<file path="src/rtl/wash_program_scheduler.sv">
// wash_program_scheduler: latches a wash program and times its wash/spin phases on a prescaled tick
module wash_program_scheduler #(
    parameter int CLK_DIV     = 1000,
    parameter int TW          = 8,
    parameter int WASH_NORMAL = 40,
    parameter int SPIN_NORMAL = 10,
    parameter int WASH_QUICK  = 15,
    parameter int SPIN_QUICK  = 5,
    parameter int WASH_HEAVY  = 60,
    parameter int SPIN_HEAVY  = 20
) (
    input  logic          clk,
    input  logic          reset,
    input  logic          start,
    input  logic [1:0]    prog_sel,
    input  logic          abort,
    input  logic          pause,
    input  logic          cycle_active,
    input  logic          spin_active,
    output logic          cycle_timeout,
    output logic          spin_timeout,
    output logic          busy,
    output logic          prog_done,
    output logic          fault,
    output logic [2:0]    phase,
    output logic [TW-1:0] remaining
);
    localparam int PW = $clog2(CLK_DIV);
    typedef enum logic [2:0] {
        IDLE      = 3'd0,
        WASH_WAIT = 3'd1,
        WASH_RUN  = 3'd2,
        SPIN_WAIT = 3'd3,
        SPIN_RUN  = 3'd4,
        DONE      = 3'd5
    } state_t;
    state_t        state;
    logic [PW-1:0] presc;
    logic [1:0]    prog_q;
    logic [TW-1:0] wash_dur, spin_dur;
    logic          tick, run_act;
    // a zero-length phase still lasts one tick so every phase ends with a pulse
    function automatic logic [TW-1:0] clamp(input int d);
        return d == 0 ? TW'(1) : TW'(d);
    endfunction
    always_comb begin
        wash_dur = prog_q == 2'd1 ? clamp(WASH_QUICK) : prog_q == 2'd2 ? clamp(WASH_HEAVY) : clamp(WASH_NORMAL);
        spin_dur = prog_q == 2'd1 ? clamp(SPIN_QUICK) : prog_q == 2'd2 ? clamp(SPIN_HEAVY) : clamp(SPIN_NORMAL);
    end
    assign tick    = presc == PW'(CLK_DIV - 1);
    assign run_act = state == SPIN_RUN ? spin_active : cycle_active;
    assign phase   = state;
    always_ff @(posedge clk or posedge reset) begin
        if (reset) begin
            state         <= IDLE;
            presc         <= '0;
            prog_q        <= '0;
            remaining     <= '0;
            busy          <= 1'b0;
            cycle_timeout <= 1'b0;
            spin_timeout  <= 1'b0;
            prog_done     <= 1'b0;
            fault         <= 1'b0;
        end else begin
            cycle_timeout <= 1'b0;
            spin_timeout  <= 1'b0;
            prog_done     <= 1'b0;
            fault         <= 1'b0;
            if (abort) begin
                state     <= IDLE;
                busy      <= 1'b0;
                presc     <= '0;
                remaining <= '0;
            end else begin
                case (state)
                    IDLE: begin
                        if (start && prog_sel == 2'd3) begin
                            fault <= 1'b1;
                        end else if (start) begin
                            prog_q <= prog_sel;
                            state  <= WASH_WAIT;
                            busy   <= 1'b1;
                        end
                    end
                    WASH_WAIT: begin
                        if (cycle_active) begin
                            remaining <= wash_dur;
                            presc     <= '0;
                            state     <= WASH_RUN;
                        end
                    end
                    SPIN_WAIT: begin
                        if (spin_active) begin
                            remaining <= spin_dur;
                            presc     <= '0;
                            state     <= SPIN_RUN;
                        end
                    end
                    WASH_RUN, SPIN_RUN: begin
                        if (!run_act) begin
                            fault     <= 1'b1;
                            state     <= IDLE;
                            busy      <= 1'b0;
                            presc     <= '0;
                            remaining <= '0;
                        end else if (!pause) begin
                            presc <= tick ? '0 : presc + 1'b1;
                            if (tick)
                                remaining <= remaining - 1'b1;
                            if (tick && remaining == TW'(1)) begin
                                if (state == WASH_RUN) begin
                                    cycle_timeout <= 1'b1;
                                    state         <= SPIN_WAIT;
                                end else begin
                                    spin_timeout <= 1'b1;
                                    state        <= DONE;
                                end
                            end
                        end
                    end
                    DONE: begin
                        prog_done <= 1'b1;
                        state     <= IDLE;
                        busy      <= 1'b0;
                    end
                    default: begin
                        state <= IDLE;
                        busy  <= 1'b0;
                    end
                endcase
            end
        end
    end
endmodule

</file>
<file path="config.mk">
export PLATFORM = sky130hd
export DESIGN_NAME = wash_program_scheduler
export DESIGN_NICKNAME = d
export VERILOG_FILES = /design/src/rtl/wash_program_scheduler.sv
export SDC_FILE = /design/constraint.sdc
export NUM_CORES = 1
export LEC_CHECK = 0
export CELL_PAD_IN_SITES_DETAIL_PLACEMENT = 2
export CELL_PAD_IN_SITES_GLOBAL_PLACEMENT = 2
export CORE_MARGIN = 5
export CORE_UTILIZATION = 41
export CTS_CLUSTER_SIZE = 24
export DETAILED_ROUTE_END_ITERATION = 12
export DONT_BUFFER_PORTS = 1
export PLACE_DENSITY = 0.86
export SLEW_MARGIN = 25
export SYNTH_ARGS = -nofsm -noshare
export SYNTH_HDL_FRONTEND = slang
export SYNTH_SLANG_ARGS = --single-unit
</file>
<file path="constraint.sdc">
create_clock -name clk -period 5.5 [get_ports clk]
set_clock_uncertainty 0.1 [all_clocks]
set_input_delay 0.275 -clock clk [delete_from_list [all_inputs] [get_ports clk]]
set_output_delay 0.275 -clock clk [all_outputs]
set_load 0.03 [all_outputs]
</file>
Word-level counts from Yosys, hierarchy flattened
Index checks and enable logic that the tools add are counted.

Register bits: 28. Bits of input ports: 9. Output and inout port bits: 16. Logic and storage cells: 95.

$add $sub $neg: 2. Eq/ne operators: 19. Muxes and demuxes: 52. Bitwise logic cells: 2. Reductions and logical operators: 11.

Operators with widths (count): $mux W10 (6); $mux W8 (6); $pmux W10 S3 (1); $mux W3 (9); $pmux W8 S3 (1); $mux W1 (22); $mux W5 (3); $ne A3 B3 Y1 const B (5); $ne A4 B4 Y1 const B (3); $pmux W3 S4 (1); $reduce_and A4 Y1 (3); $add A10 B1 Y10 const B (1); $eq A10 B10 Y1 const B (1); $eq A8 B1 Y1 const B (1); $sub A8 B1 Y8 const B (1); $eq A3 B2 Y1 const B (2); $eq A3 B3 Y1 const B (2); $mux W6 (1); $reduce_and A6 Y1 (1); $reduce_and A5 Y1 (1); $eq A2 B2 Y1 const B (2); $reduce_bool A4 Y1 (1); $reduce_or A2 Y1 (2); $eq A3 B1 Y1 const B (1); other kinds (7) (9).

Longest topological paths before layout
Gate-level depths: netlist of run 1.

Word-level depth: 7. Gate-level depth with buffers: 8. Gate-level depth less buffers: 7.

Least setup slack after synthesis of run 1
Ideal clock, no wire load.

Kind: register to register. Start point: register remaining[2]. End point: register remaining[5]. Library setup time: 0.127 ns. Data arrival time: 1.754 ns. Data required time: 5.273 ns. Slack: 3.519 ns. Cell stages (with the launch flop): 6. Path buffers: 0. Period minus slack after synthesis: 1.981 ns. Cell sequence: dfrtp_1 -> or3_4 -> or4_4 -> nor3_1 -> o21ai_0 -> o2bb2ai_1.

Cells in the longest elaborated chain, start to end: 6.

Ends and longest elaborated chain: start, declared (RTL line 26) `output logic [TW-1:0] remaining`; start signal, assigned (RTL line 87) `remaining <= wash_dur;`; start signal, assigned (RTL line 94) `remaining <= spin_dur;`; start signal, assigned (RTL line 109) `remaining <= remaining - 1'b1;`; $sub A8 B1 Y8 (RTL line 109); $mux W8 (RTL line 108) `if (tick)`; $mux W8 (RTL line 106) `end else if (!pause) begin`; $mux W8 (RTL line 100) `if (!run_act) begin`; $pmux W8 S3 (RTL line 75) `case (state)`; $mux W8 (RTL line 69) `if (abort) begin`.

Every way passes these cells. The select of a mux whose other input is x is not followed. A chain may end at the register's enable or synchronous reset.

Worst setup path after layout of run 1
Start point: register state[2] (netlist: phase[2]). End point: register remaining[1].

Cells in the longest elaborated chain, start to end: 5. Elaborated cells on any way between the ends: 15. Classes of those cells: eq/ne: 8; mux: 4; reduce/logical: 3.

Ends and longest elaborated chain: start, declared (RTL line 37) `state_t state;`; start signal, assigned (RTL line 55) `state <= IDLE;`; start signal, assigned (RTL line 70) `state <= IDLE;`; start signal, assigned (RTL line 81) `state <= WASH_WAIT;`; $eq A3 B3 Y1 (RTL line 51, 75); $mux W1 (RTL line 51) `assign run_act = state == SPIN_RUN ? spin_active : cycle_active;`; $mux W8 (RTL line 100); $pmux W8 S3 (RTL line 75); $mux W8 (RTL line 69).

Parallel ways exist; a longest one is shown, timed or not.

==> results.cfg, run 1 <==
[outcome]
status = complete, no violations

[sta]
maxSlewHeadroom_pct = 44.43
period_share_pct = 49.54
holdWs_ns = 0.01550
finalCriticalPeriod_ns = 2.725
setup_tns_ns = 0
finalSetupViolCount = 0
max_freq_mhz = 367.0
worst_pin_slew_ns = 0.8279
rsz0062_at_grt = false
drv_slew = 0
finalHoldViolCount = 0

[synthesis]
ys.flop_type = dfrtp_1
synth_top_family_by_area = simple AND/OR/NAND/NOR gates
synthesis.nets = 201
yosys_register_bits = 28
yosysSeqAreaShare_pct = 41.33
synth_adder_area_share_pct = 3.690
yosysMostFrequentCell = dfrtp_1
async_flop_share_pct = 100.0
synthXorXnorAreaFrac_pct = 2.583
synth-compound-area-share_pct = 18.15
synth_area_leader_cell = dfrtp_1
synthSimpleGateAreaFrac_pct = 27.23
synth_common_cells = dfrtp_1, nor2_1, o21ai_0
netlist_area_sq_mm = 0.001695
postSynthCellCount = 187
synth_top_area_share_pct = 41.33
netlist-cell-type-count = 49
yosys_warnings = 0
avgSynthCellArea_sq_um = 9.066
synth.area.top_cells = dfrtp_1, o21ai_0, nor2_1, ha_1, nand2_1
muxShareOfSynthArea_pct = 3.173
synth-edff-count = 0

[power]
leakagePower_uw = 0.0007307
ir_worst_vdd_v = 0.00009337
power_density_mw_per_mm2 = 274.9

[floorplan]
io_pins = 25
chipWidth_um = 74.31
rows = 23
die-area_sq_mm = 0.005521
core-area_sq_mm = 0.004000
dieHeight_um = 74.31
initial_utilization_pct = 42.38

[clock_network]
cts_tree = yes
numCtsBuffers = 3
clock_sinks = 28
root_buffer = clkbuf_8
cts_buffer_depth = 2
clk_pin_slew_ns = 0.09
post_cts_buffers = 0
clk_latency_ns = 0.28
ctsHtreeMaxLevel = 1
cts_resized = 0

[critical_path]
crit_required_ns = 5.60
crit_path_start_kind = flop
worst-setup-path-type = reg -> reg
cp-end-kind = flop
cp.arrival_ns = 2.82
worst-path-max-fanout = 12

[drt]
drc = 0
via_count = 1460
first_pass_iters = 4
avgRoutedWirePerCell_um = 22.40
wl_um = 5263
final_antenna_net_count = 0
first_iter_violations = 64
via_per_inst = 6.213

[run]
drv_cap = 0

[place]
gp_congestion = 0.8227
dp.cells = 230
place_hpwl_um = 3865
portBuffers = 0

[worst_hold_path]
hold_path_class = in -> reg

[final_layout]
nets = 201
fillCellCount = 428
drive_gt1_share_pct = 7.027
diodes = 0
utilization_pct = 44.51
area_delta_synth_final_pct = 5.019
stdcell_count = 235

[global_routing]
grt_max_degree = 29
overflow = 0
antenna_found_initial = 0
grt_first_pass_wirelength_um = 8576
grt_usage_pct = 20.79
grt_pass1_vias = 1626
## power breakdown
| group | internal, uW | switching [uW] | total (uW) |
|---|---|---|---|
| Clock | 49.5 | 65.5 | 115 |
| Sequential | 220 | 49.7 | 270 |
| Combinational | 41.3 | 63.1 | 104 |
| Total | 311 | 178 | 489 |
## logic make-up after synthesis
group	Yosys count
xor gates and xnor gates	5
muxes	5
DFF	28
AOI/OAI and AO/OA	48
and+or+nand+nor	82
adders and majority gates	5
buffers and inverters	14
## sequential cells by signal (all words and copies together) (netlist names)
register       cells
busy               1
cycle_timeout      1
fault              1
phase              3
presc             10
prog_done          1
prog_q             2
remaining          8
spin_timeout       1
## worst paths after layout
| check | end | slack (ns) | from | depth (start not counted) |
|---|---|---|---|---|
| setup / recovery | remaining[1] | 2.78 | phase[2] | 5 |
| hold / removal | presc[4] | 0.02 | pause | 1 |
| setup reg to reg | remaining[1] | 2.78 | phase[2] | 5 |
| hold reg to reg | presc[1] | 0.47 | presc[1] | 1 |
| max in group asynchronous | prog_q[1] | 4.48 | reset | 2 |
| min in group asynchronous | presc[1] | 0.41 | reset | 2 |
## worst max-delay path, cell delays in order, from the launching register on
cell      delay [ns]
dfrtp_1         0.75
nor3b_1         0.72
a2111o_1        0.46
o21a_1          0.35
o211ai_1        0.15
o21ai_0         0.11
## cell usage in the layout (no fill, tap or decap), types with 3 or more instances in the layout
cell | synthesis | layout
a21oi_1 | 8 | 8
a31oi_1 | 3 | 3
and2_1 | 3 | 3
clkbuf_8 | 0 | 3
dfrtp_1 | 28 | 28
ha_1 | 5 | 5
inv_1 | 7 | 6
mux2_2 | 3 | 3
nand2_1 | 14 | 14
nand2b_1 | 5 | 5
nand3_1 | 7 | 7
nand4_1 | 4 | 4
nor2_1 | 17 | 17
nor3_1 | 10 | 10
nor3b_1 | 5 | 5
o21ai_0 | 17 | 17
o31ai_1 | 3 | 3
xor2_1 | 5 | 5
## through the flow
| step | worst slack [ns] | total power [uW] | instance area, sq um |
|---|---|---|---|
| 4_1_cts | 2.843 | 498.9 | 1780 |
| 3_3_place_gp | 3.052 | 366.6 | 1719 |
| 3_5_place_dp | 2.897 | 376.3 | 1719 |
| 6_report | 2.775 | 489.5 | 1780 |
| 5_1_grt | 2.633 | 519.0 | 1780 |
| 2_1_floorplan | 3.519 | 343.9 | 1695 |
## what timing repair did
item	CTS	global route
endpoints found under the setup margin	0	0
hold endpoints to repair	31	0
hold buffers	2	0
## layout make-up
type / count / area (sq um) / share of cell area, %
sequential: 28 / 700.7 / 39.35
tap: 50 / 62.56 / 3.514
clock buffer: 3 / 41.29 / 2.319
inverter: 7 / 26.28 / 1.476
multi-input combinational: 145 / 929.6 / 52.21
timing repair buffer: 2 / 20.02 / 1.124
## layer usage
layer | routed length (um) | up-vias | GRT usage (%)
li1 | - | 681 | -
met1 | 2286 | 747 | 26.11
met2 | 2702 | 27 | 36.32
met3 | 202 | 5 | 3.649
met4 | 72 | 0 | 6.522
met5 | 0 | - | 0
Power figures use the tool's default switching activity.
==> run 2, diff against run 1 <==
--- a/config.mk
+++ b/config.mk
@@ -8,11 +8,11 @@
 export CELL_PAD_IN_SITES_DETAIL_PLACEMENT = 2
 export CELL_PAD_IN_SITES_GLOBAL_PLACEMENT = 2
 export CORE_MARGIN = 5
-export CORE_UTILIZATION = 41
+export CORE_UTILIZATION = 38
 export CTS_CLUSTER_SIZE = 24
 export DETAILED_ROUTE_END_ITERATION = 12
 export DONT_BUFFER_PORTS = 1
-export PLACE_DENSITY = 0.86
+export PLACE_DENSITY = 0.81
 export SLEW_MARGIN = 25
 export SYNTH_ARGS = -nofsm -noshare
 export SYNTH_HDL_FRONTEND = slang
==> constraint.sdc (replaced) <==
create_clock -name clk -period 2.64 [get_ports clk]
set_clock_uncertainty 0.1 [all_clocks]
set_input_delay 0.132 -clock clk [delete_from_list [all_inputs] [get_ports clk]]
set_output_delay 0.132 -clock clk [all_outputs]
set_load 0.03 [all_outputs]
==> run 2 against run 1 <==
Net effect: total power rose by 120%; clock power up 140%; register-to-register slack lost 2.5 ns; combinational power increased by 140%; critical path type unchanged; fmax is 14% higher; sequential share of layout area shrank 2.3 points; global-route usage down 1.0 points; setup slack lost 2.5 ns; core utilization down 1.1 points.
==> results.cfg, run 2 (synthesis results as in run 1) <==
[global_routing]
grt_pass1_vias = 1715
grtUsageMet1_pct = 26.82
met2_usage_pct = 32.77
grt_max_degree = 29
overflow = 0
grt_usage_pct = 19.77
grt_first_pass_wirelength_um = 9501
antenna_found_initial = 0
use_met3_pct = 3.630
busiest_layer = met2

[critical_path]
worst-setup-path-type = reg -> reg
crit_required_ns = 2.74
cp-end-kind = flop
cp.arrival_ns = 2.49
worst-path-max-fanout = 14
crit_path_start_kind = flop

[drt]
first_pass_iters = 4
wl_um = 5719
avgRoutedWirePerCell_um = 22.97
final_antenna_net_count = 0
via_per_inst = 6.189
drc = 0
via_count = 1541
first_iter_violations = 55

[outcome]
status = complete, no violations

[worst_hold_path]
hold_path_class = in -> reg

[final_layout]
utilization_pct = 43.45
largest_reg_flops = 10
drive_gt1_share_pct = 9.645
stdcell_count = 249
fillCellCount = 475
mostFrequentLayoutCells = dfrtp_1, nor2_1, o21ai_0
diodes = 0
area_delta_synth_final_pct = 11.59
nets = 212
top_register = presc
layout.cells.most_common = dfrtp_1

[power]
power_density_mw_per_mm2 = 574.6
leakagePower_uw = 0.0007903
ir_worst_vdd_v = 0.0002592

[floorplan]
dieHeight_um = 76.80
core-area_sq_mm = 0.004354
io_pins = 25
die-area_sq_mm = 0.005897
rows = 24
chipWidth_um = 76.80
initial_utilization_pct = 38.94

[clock_network]
clk_pin_slew_ns = 0.10
cts_buffer_depth = 2
numCtsBuffers = 3
ctsHtreeMaxLevel = 1
root_buffer = clkbuf_8
cts_tree = yes
clock_sinks = 28
clk_latency_ns = 0.28
post_cts_buffers = 0

[place]
place_hpwl_um = 3997
pre_cts_slack_ns = 0.4291
dp.cells = 238
portBuffers = 0
gp_congestion = 0.8892

[sta]
setup_tns_ns = 0
rsz0062_at_grt = false
finalHoldViolCount = 0
worst_pin_slew_ns = 0.6466
finalCriticalPeriod_ns = 2.399
finalSetupViolCount = 0
maxSlewHeadroom_pct = 56.49
period_share_pct = 90.87
drv_slew = 0
max_freq_mhz = 416.8
setup_ws_ns = 0.2410

[run]
drv_cap = 0
## run 2: cell count changes in the layout (fill, tap and decap cells not counted), sizes merged
cell	before	now
dlygate4sd3	2	7
clkbuf	3	4
buf	0	6
## run 2: what timing repair did
action	CTS	global route
hold buffers	7	0
hold endpoints to repair	40	0
gates resized for setup	0	0
## run 2: final timing paths
check / depth (start not counted) / from / slack (ns) / to
worst max-delay path: 5 / phase[1] / 0.24 / remaining[1]
worst min-delay path: 2 / start / 0.01 / busy
worst max register to register: 5 / phase[1] / 0.24 / remaining[1]
worst min register to register: 1 / presc[4] / 0.44 / presc[4]
max in group asynchronous: 3 / reset / 1.89 / fault
min in group asynchronous: 3 / reset / 0.27 / prog_q[1]
## run 2: through the flow
step	cell area (sq um)	power (uW)	hold WS (ns)
finish	1892	1087	0.01084
global placement	1767	769.7	0.01684
floorplan	1695	716.5	0.09741
CTS	1892	1089	0.001429
detailed placement	1767	790.6	0.02579
global route	1892	1138	0.02473
## run 2: power breakdown
part | leakage (uW) | switching (uW) | total [uW] | internal (uW)
combinational | 0.000383 | 153 | 249 | 95.1
clock | 0.0000288 | 145 | 279 | 134
sequential | 0.000379 | 100 | 560 | 459
## run 2: layout make-up
type	count	area, sq um	area share [%]
clock buffer	4	55.05	2.910
inverter	7	26.28	1.389
multi-input combinational	145	929.6	49.14
sequential	28	700.7	37.04
tap	52	65.06	3.439
timing repair buffer	13	115.1	6.085
## run 2: critical path, stage by stage (launching register included)
cell and delay (ns):
dfrtp_1 0.61, nor2b_1 0.39, a2111o_1 0.50, o21a_1 0.42, o211ai_1 0.17, o21ai_0 0.12
## run 2: per-layer routing
| layer | wire length [um] | up-vias |
|---|---|---|
| li1 | - | 705 |
| met1 | 2628 | 802 |
| met2 | 2794 | 30 |
| met3 | 261 | 4 |
| met4 | 34 | 0 |
| met5 | 0 | - |
==> run 3, diff against run 2 <==
--- a/config.mk
+++ b/config.mk
@@ -13,6 +13,7 @@
 export DETAILED_ROUTE_END_ITERATION = 12
 export DONT_BUFFER_PORTS = 1
 export PLACE_DENSITY = 0.81
+export RECOVER_POWER = 25
 export SLEW_MARGIN = 25
 export SYNTH_ARGS = -nofsm -noshare
 export SYNTH_HDL_FRONTEND = slang
==> run 3 against run 2 <==
Net effect: the flow now finishes with violations (max-capacitance violations, max-slew violations); register-to-register slack hardly changed; largest power group unchanged; global-route usage stayed put; wire length hardly changed; count of clock-buffer cells in the layout stayed put; largest cell class unchanged.
==> results.cfg, run 3 (synthesis results as in run 1) <==
[final_layout]
drive_gt1_share_pct = 9.137
layout.cells.most_common = dfrtp_1
area_delta_synth_final_pct = 11.37
mostFrequentLayoutCells = dfrtp_1, nor2_1, o21ai_0
diodes = 0
fillCellCount = 477
top_register = presc
largest_reg_flops = 10
finish.instance_area_sq_mm = 0.001888
nets = 212

[floorplan]
io_pins = 25
core-area_sq_mm = 0.004354
dieHeight_um = 76.80
rows = 24
initial_utilization_pct = 38.94
chipWidth_um = 76.80
die-area_sq_mm = 0.005897

[worst_hold_path]
hold_end = busy
min_path_cells = 2
hold_path_class = in -> reg
min_from = start

[critical_path]
worst-r2r-setup-slack_ns = 0.24
cp-end-kind = flop
crit_required_ns = 2.74
crit_path_start_kind = flop
cp.arrival_ns = 2.49
worst-path-max-fanout = 14
worst-setup-path-type = reg -> reg
rr_worst_depth = 5
r2r_start = phase[1]
r2r-end = remaining[1]

[sta]
finalCriticalPeriod_ns = 2.399
finalSetupViolCount = 0
setup_tns_ns = 0
max_freq_mhz = 416.8
drv_slew = 29
worst_pin_slew_ns = 1.654
maxSlewHeadroom_pct = -10.27
rsz0062_at_grt = false
period_share_pct = 90.87
finalHoldViolCount = 0

[global_routing]
overflow = 0
grt_pass1_vias = 1715
grt_max_degree = 29
grt_first_pass_wirelength_um = 9501
antenna_found_initial = 0
grt_usage_pct = 19.77

[clock_network]
cts_resized = 0
numCtsBuffers = 3
cts_buffer_depth = 2
ctsHtreeMaxLevel = 1
clock_sinks = 28
clk_latency_ns = 0.28
cts_tree = yes
root_buffer = clkbuf_8
clk_pin_slew_ns = 0.10

[drt]
drc = 0
via_count = 1543
first_pass_iters = 4
final_antenna_net_count = 0
wl_um = 5718
first_iter_violations = 55
via_per_inst = 6.197
avgRoutedWirePerCell_um = 22.96

[power]
ir_worst_vdd_v = 0.0002592
power_density_mw_per_mm2 = 575.4
intPower_uw = 687.6
totalPowerFinal_uw = 1086
p_sw_share_pct = 36.71
switchingPower_uw = 398.8
p_seq_share_pct = 51.5
leakagePower_uw = 0.0007867
pwr-share-comb_pct = 22.8
p_clk_share_pct = 25.7

[place]
gp_congestion = 0.8892
place_area_sq_mm = 0.001767
place_hpwl_um = 3997
portBuffers = 0

[outcome]
status = finished, violations left
violations = max-capacitance violations, max-slew violations

[run]
drv_cap = 1
-- run 3: changes by cell type in the layout (fill, tap and decap cells not counted) --
cell      before  now
buf_4          6    5
clkbuf_1       0    1
-- run 3: area by class of cell --
class,count,area [sq um],share of cell area [%]
timing repair buffer,13,111.4,5.898
inverter,7,26.28,1.392
tap,52,65.06,3.446
clock buffer,4,55.05,2.916
sequential,28,700.7,37.11
multi-input combinational,145,929.6,49.24
-- run 3: timing repair --
action,in CTS,in global routing
hold buffers,7,0
buffers inserted,0,0
endpoints found under the hold margin,40,0
-- run 3: worst max-delay path, stage by stage (launching register included) --
cell and delay, ns:
dfrtp_1 0.61, nor2b_1 0.39, a2111o_1 0.50, o21a_1 0.42, o211ai_1 0.17, o21ai_0 0.12
-- run 3: worst max path at each step --
stage | startpoint | to | slack (ns)
after floorplan | remaining[2] | remaining[5] | 0.66
after global placement | remaining[2] | cycle_timeout | 0.53
after detailed placement | phase[1] | remaining[4] | 0.43
after CTS | phase[1] | remaining[1] | 0.33
after global routing | phase[1] | remaining[1] | 0.14
final | phase[1] | remaining[1] | 0.24
-- run 3: power groups by stage --
stage                     logic [uW]  registers [uW]  clock network (uW)
final                            248             560                 279
after floorplan                  169             547                   0
after detailed placement         225             565                   0
after CTS                        245             557                 287
after global placement           209             561                   0
after global routing             269             564                 304
-- run 3: metrics by stage --
step / util [%] / instances / worst slack, ns / hold WS, ns
2_1_floorplan: - / 187 / 0.6586 / 0.09741
3_3_place_gp: 40.57 / 238 / 0.5320 / 0.01684
3_5_place_dp: 40.57 / 238 / 0.4291 / 0.02579
4_1_cts: 43.45 / 249 / 0.3302 / 0.001429
5_1_grt: 43.36 / 249 / 0.1388 / 0.02473
6_report: 43.36 / 249 / 0.2409 / 0.01072
-- run 3: metal layers --
layer	global-route usage, %	vias to the layer above	part of all wire, %
met1	26.82	804	46
met2	32.77	30	49
met4	4.021	0	0.59
met3	3.630	4	4.6
met5	0	-	0
li1	-	705	-
